$ cat config.mk
export PLATFORM = sky130hd
export DESIGN_NAME = fp_add_result_stage
export DESIGN_NICKNAME = d
export VERILOG_FILES = /design/src/rtl/fp_add_result_stage.sv
export SDC_FILE = /design/constraint.sdc
export NUM_CORES = 1
export LEC_CHECK = 0
export CAP_MARGIN = 0
export CORE_MARGIN = 1
export CORE_UTILIZATION = 44
export DETAILED_ROUTE_END_ITERATION = 10
export GPL_TIMING_DRIVEN = 0
export PLACE_DENSITY_LB_ADDON = 0.15
export REMOVE_ABC_BUFFERS = 1
export SLEW_MARGIN = 20
export SYNTH_ARGS = -nofsm -noshare
export SYNTH_HDL_FRONTEND = slang
export SYNTH_SLANG_ARGS = --single-unit
$ cat constraint.sdc
create_clock -name clk -period 6.6 [get_ports clk]
set_clock_uncertainty 0.2 [all_clocks]
set_input_delay 0.99 -clock clk [delete_from_list [all_inputs] [get_ports clk]]
set_output_delay 0.99 -clock clk [all_outputs]
set_load 0.005 [all_outputs]
$ cat src/rtl/fp_add_result_stage.sv
// fp_add_result_stage: result buffer behind a combinational FP adder.
//
// Captures adder results with their exception flags in a DEPTH-entry FIFO and
// presents the oldest entry to the consumer through a valid/ready handshake.
// It also keeps sticky {NV, OF, UF} flags accumulated over all pushed results.
//
// Optional feature: define FP_STICKY_FLAGS_EN to build the sticky flag
// register. Without it, sticky_flags reads 0 and flags_clr is ignored.
//
// Ports:
//   clk          - single clock, rising edge
//   rst          - synchronous active-high reset
//   in_valid     - adder result present this cycle
//   in_ready     - stage can accept a result (registered state only)
//   in_result    - 32-bit fp result, stored unmodified
//   in_overflow  - adder overflow flag
//   in_underflow - adder underflow flag
//   out_valid    - head entry valid
//   out_ready    - consumer accepts head entry
//   out_result   - head entry result, 0 when empty
//   out_flags    - head entry flags {NV, OF, UF}, 0 when empty
//   sticky_flags - accumulated {NV, OF, UF} since last clear
//   flags_clr    - clear sticky flags
//   count        - number of occupied entries
module fp_add_result_stage #(
  parameter int unsigned DEPTH = 4
) (
  input  logic                       clk,
  input  logic                       rst,
  input  logic                       in_valid,
  output logic                       in_ready,
  input  logic [31:0]                in_result,
  input  logic                       in_overflow,
  input  logic                       in_underflow,
  output logic                       out_valid,
  input  logic                       out_ready,
  output logic [31:0]                out_result,
  output logic [2:0]                 out_flags,
  output logic [2:0]                 sticky_flags,
  input  logic                       flags_clr,
  output logic [$clog2(DEPTH+1)-1:0] count
);

  localparam int unsigned PW = $clog2(DEPTH);
  localparam int unsigned CW = $clog2(DEPTH + 1);
  localparam logic [CW-1:0] FullCount = CW'(DEPTH);

  logic [31:0]   result_mem [DEPTH];
  logic [2:0]    flags_mem  [DEPTH];
  logic [PW-1:0] wr_ptr_q, rd_ptr_q;
  logic [CW-1:0] count_q;

  logic       push;
  logic       pop;
  logic       in_nv;
  logic [2:0] in_flags;

  // Handshake status comes from the occupancy register alone, so in_ready has
  // no path from out_ready: a full buffer refuses a push even while popping.
  assign in_ready  = (count_q < FullCount);
  assign out_valid = (count_q != '0);

  assign push = in_valid && in_ready;
  assign pop  = out_valid && out_ready;

  // Invalid-operation: exponent all ones with a non-zero mantissa (NaN).
  assign in_nv    = (in_result[30:23] == 8'hFF) && (in_result[22:0] != 23'd0);
  assign in_flags = {in_nv, in_overflow, in_underflow};

  // Storage is not reset; empty-state outputs are forced to zero below.
  always_ff @(posedge clk) begin
    if (push && !rst) begin
      result_mem[wr_ptr_q] <= in_result;
      flags_mem[wr_ptr_q]  <= in_flags;
    end
  end

  // DEPTH is a power of two, so the pointers wrap naturally.
  always_ff @(posedge clk) begin
    if (rst) begin
      wr_ptr_q <= '0;
      rd_ptr_q <= '0;
      count_q  <= '0;
    end else begin
      if (push) begin
        wr_ptr_q <= wr_ptr_q + PW'(1);
      end
      if (pop) begin
        rd_ptr_q <= rd_ptr_q + PW'(1);
      end
      unique case ({push, pop})
        2'b10:   count_q <= count_q + CW'(1);
        2'b01:   count_q <= count_q - CW'(1);
        default: count_q <= count_q;
      endcase
    end
  end

  always_comb begin
    out_result = '0;
    out_flags  = '0;
    if (out_valid) begin
      out_result = result_mem[rd_ptr_q];
      out_flags  = flags_mem[rd_ptr_q];
    end
  end

  assign count = count_q;

`ifdef FP_STICKY_FLAGS_EN
  logic [2:0] sticky_q;

  // A clear coinciding with a push leaves only that push's flags.
  always_ff @(posedge clk) begin
    if (rst) begin
      sticky_q <= '0;
    end else if (flags_clr) begin
      sticky_q <= push ? in_flags : 3'b000;
    end else if (push) begin
      sticky_q <= sticky_q | in_flags;
    end
  end

  assign sticky_flags = sticky_q;
`else
  logic unused_flags_clr;
  assign unused_flags_clr = flags_clr;
  assign sticky_flags     = 3'b000;
`endif

endmodule

==> flow_metrics.tcl <==
set metrics [dict create \
    design.die.area_sq_um 13800 \
    die_w_um 117 \
    setup_viol 0 \
    ant_nets 0 \
    cp-endpoint "out_flags[2]" \
    die_h_um 117 \
    num_vias 2879 \
    area_growth_pct 29.3 \
    grt_usage_pct 16.5 \
    clock_latency_ns 0.41 \
    reg2reg_depth 8 \
    synth_cell_types 30 \
    async_reset_ff_share_pct 0 \
    cts_num_sinks 149 \
    hold_violations 0 \
    status "finished clean" \
    final_nets 426 \
    start_util_pct 45.8 \
    gr-total-overflow 0 \
    synth.most_common_cell "edfxtp_1" \
    drv_slew 0 \
    synth_commonest_cells "edfxtp_1, mux4_2, nor2b_1" \
    r2r_start "count[2]" \
    rr_endpoint "count[2]" \
    r2r_slack_ns 4.36 \
    clkTransAtPathRegs_ns 0.06 \
    place_congestion 0.702 \
    hold_path_startpoint "wr_ptr_q[1]" \
    max_freq_mhz 278 \
    worst_slew_pin_slew_ns 0.524 \
    peakVddDrop_mv 0.192 \
    cts_made_buffers 17 \
    h-tree-depth 4 \
    drive_gt1_share_pct 20.1 \
    cts_resized 0 \
    relSlewSlack_pct 65.1 \
    synth_area_leaders "edfxtp_1, mux4_2, nor2b_1, dfxtp_1, ha_1" \
    ys_warn_count 0 \
    synth-edff-count 140 \
    critPathRequiredTime_ns 5.41 \
    hold_path_class "register to register" \
    routed_wirelength_um 10600 \
    io_buffers 77 \
    synthCells 290 \
    grt_max_degree 24 \
    clock_path_buffers 2 \
    fin_crit_ns 3.60 \
    io_pins 82 \
    period_share_pct 54.6 \
    synth_top_area_share_pct 71.6 \
    powerDensity_nw_per_um2 411 \
    via_per_inst 5.09 \
    postSynthAreaPerCell_sq_um 20.2 \
    postCtsSetupBuffers 0 \
    tritoncts "yes" \
    dp_hpwl_um 6590 \
    drc_errors 0 \
    power_leakage_nw 2.45 \
    rsz0062_at_grt "false" \
    ys_ff_latch 149 \
    hold_buffers 0 \
    cp.arrival_ns 2.41 \
    route.detailed.wl_per_inst_um 18.7 \
    utilization_pct 59.2 \
    coreArea_sq_um 12800 \
    end_kind "output port" \
    rows 41 \
    grt_pass1_vias 3029 \
    synth_ff_type "edfxtp_1" \
    antenna_found_initial 0 \
    synth_top_cell_by_area "edfxtp_1" \
    seq_area_frac_synth_pct 74.7 \
    final.setup.tns_ns 0 \
    p_total_mw 3.12 \
    synth_area_sq_um 5870 \
    antennaDiodeCount 0 \
    clock_tree.root_cell "clkbuf_16" \
    maxCapViolCount 0 \
    first_pass_iters 4 \
    grt_pass1_wl_um 16700 \
    cp_max_fo 20 \
    crit_type "register to output port" \
    drtIter0Drc 153 \
    crit_path_start_kind "register" \
]
-- layout by cell type, fill, tap and decap left out, types with 2 or more instances in the layout --
master	Yosys	routed
edfxtp_1	140	140
clkdlybuf4s50_1	0	77
mux4_2	35	35
nor2b_1	29	29
clkbuf_16	0	17
inv_1	9	9
nor2_1	9	9
and2b_1	7	7
dfxtp_1	9	7
nor4_1	5	5
ha_1	5	5
bufinv_16	0	5
and2_2	0	4
xor2_1	4	4
clkinvlp_4	0	4
buf_16	0	4
nand4_1	3	3
nand2_1	3	3
a21oi_1	3	3
conb_1	1	3
buf_12	1	3
clkinv_4	0	2
clkbuf_1	3	2
-- registers in the layout (all words and copies together) (netlist names), named ones only --
signal / cells
flags_mem: 12
count: 3
rd_ptr_q: 2
wr_ptr_q: 2
result_mem: 128
-- power by group --
part           total [mW]  leakage, nW  internal, mW  switching (mW)
Sequential           1.18         1.34          1.11          0.0685
Clock                1.03        0.297         0.670           0.364
Combinational       0.905        0.806         0.562           0.342
Total                3.12         2.45          2.34           0.775
-- cells by family (layout without fill, tap and decap cells) --
kind of cell,after synthesis,after routing,synth area share (%)
adder cells (fa/ha/maj),6,6,1.41
XOR/XNOR,5,5,0.746
AO/OA/AOI/OAI,7,7,0.746
buffers and inverters,24,126,2.49
AND/OR/NAND/NOR,63,63,6.40
other,1,3,0.0639
multiplexers,35,35,13.4
flip-flops,149,149,74.7
-- how the worst min path moves through the flow --
stage | to | cells past startpoint
final | wr_ptr_q[1] | 2
after global routing | wr_ptr_q[1] | 2
after CTS | wr_ptr_q[1] | 2
after detailed placement | wr_ptr_q[1] | 2
after global placement | wr_ptr_q[1] | 2
after floorplan | wr_ptr_q[1] | 2
-- layer usage --
layer	vias up	track usage, %	part of all wire (%)
met5	-	0	0
met4	0	5.53	1.0
met3	7	4.89	3.4
met2	71	25.9	49
met1	1474	22.2	46
li1	1327	-	-
-- area by class of cell --
type	instances	area [sq um]
Tap cell	172	215
Sequential cell	149	4390
Fill cell	979	5240
Timing Repair Buffer	85	956
Multi-Input combinational cell	119	1360
Clock buffer	19	433
Clock inverter	13	206
Inverter	9	33.8
-- through the flow --
stage	instance area, sq um	std cells	hold WS (ns)	setup WS (ns)
floorplan	5760	277	0.263	3.04
global placement	6750	526	0.282	1.80
detailed placement	6950	534	0.298	3.32
CTS	7590	566	0.307	2.94
global route	7590	566	0.336	2.83
finish	7590	566	0.302	3.00
-- critical path, cell delays in order, from the launching register on --
cell and delay (ns):
dfxtp_4 0.57, buf_12 0.26, mux4_2 0.51, and2b_1 0.20
clkdlybuf4s50_1 0.45
Power figures use the tool's default switching activity.
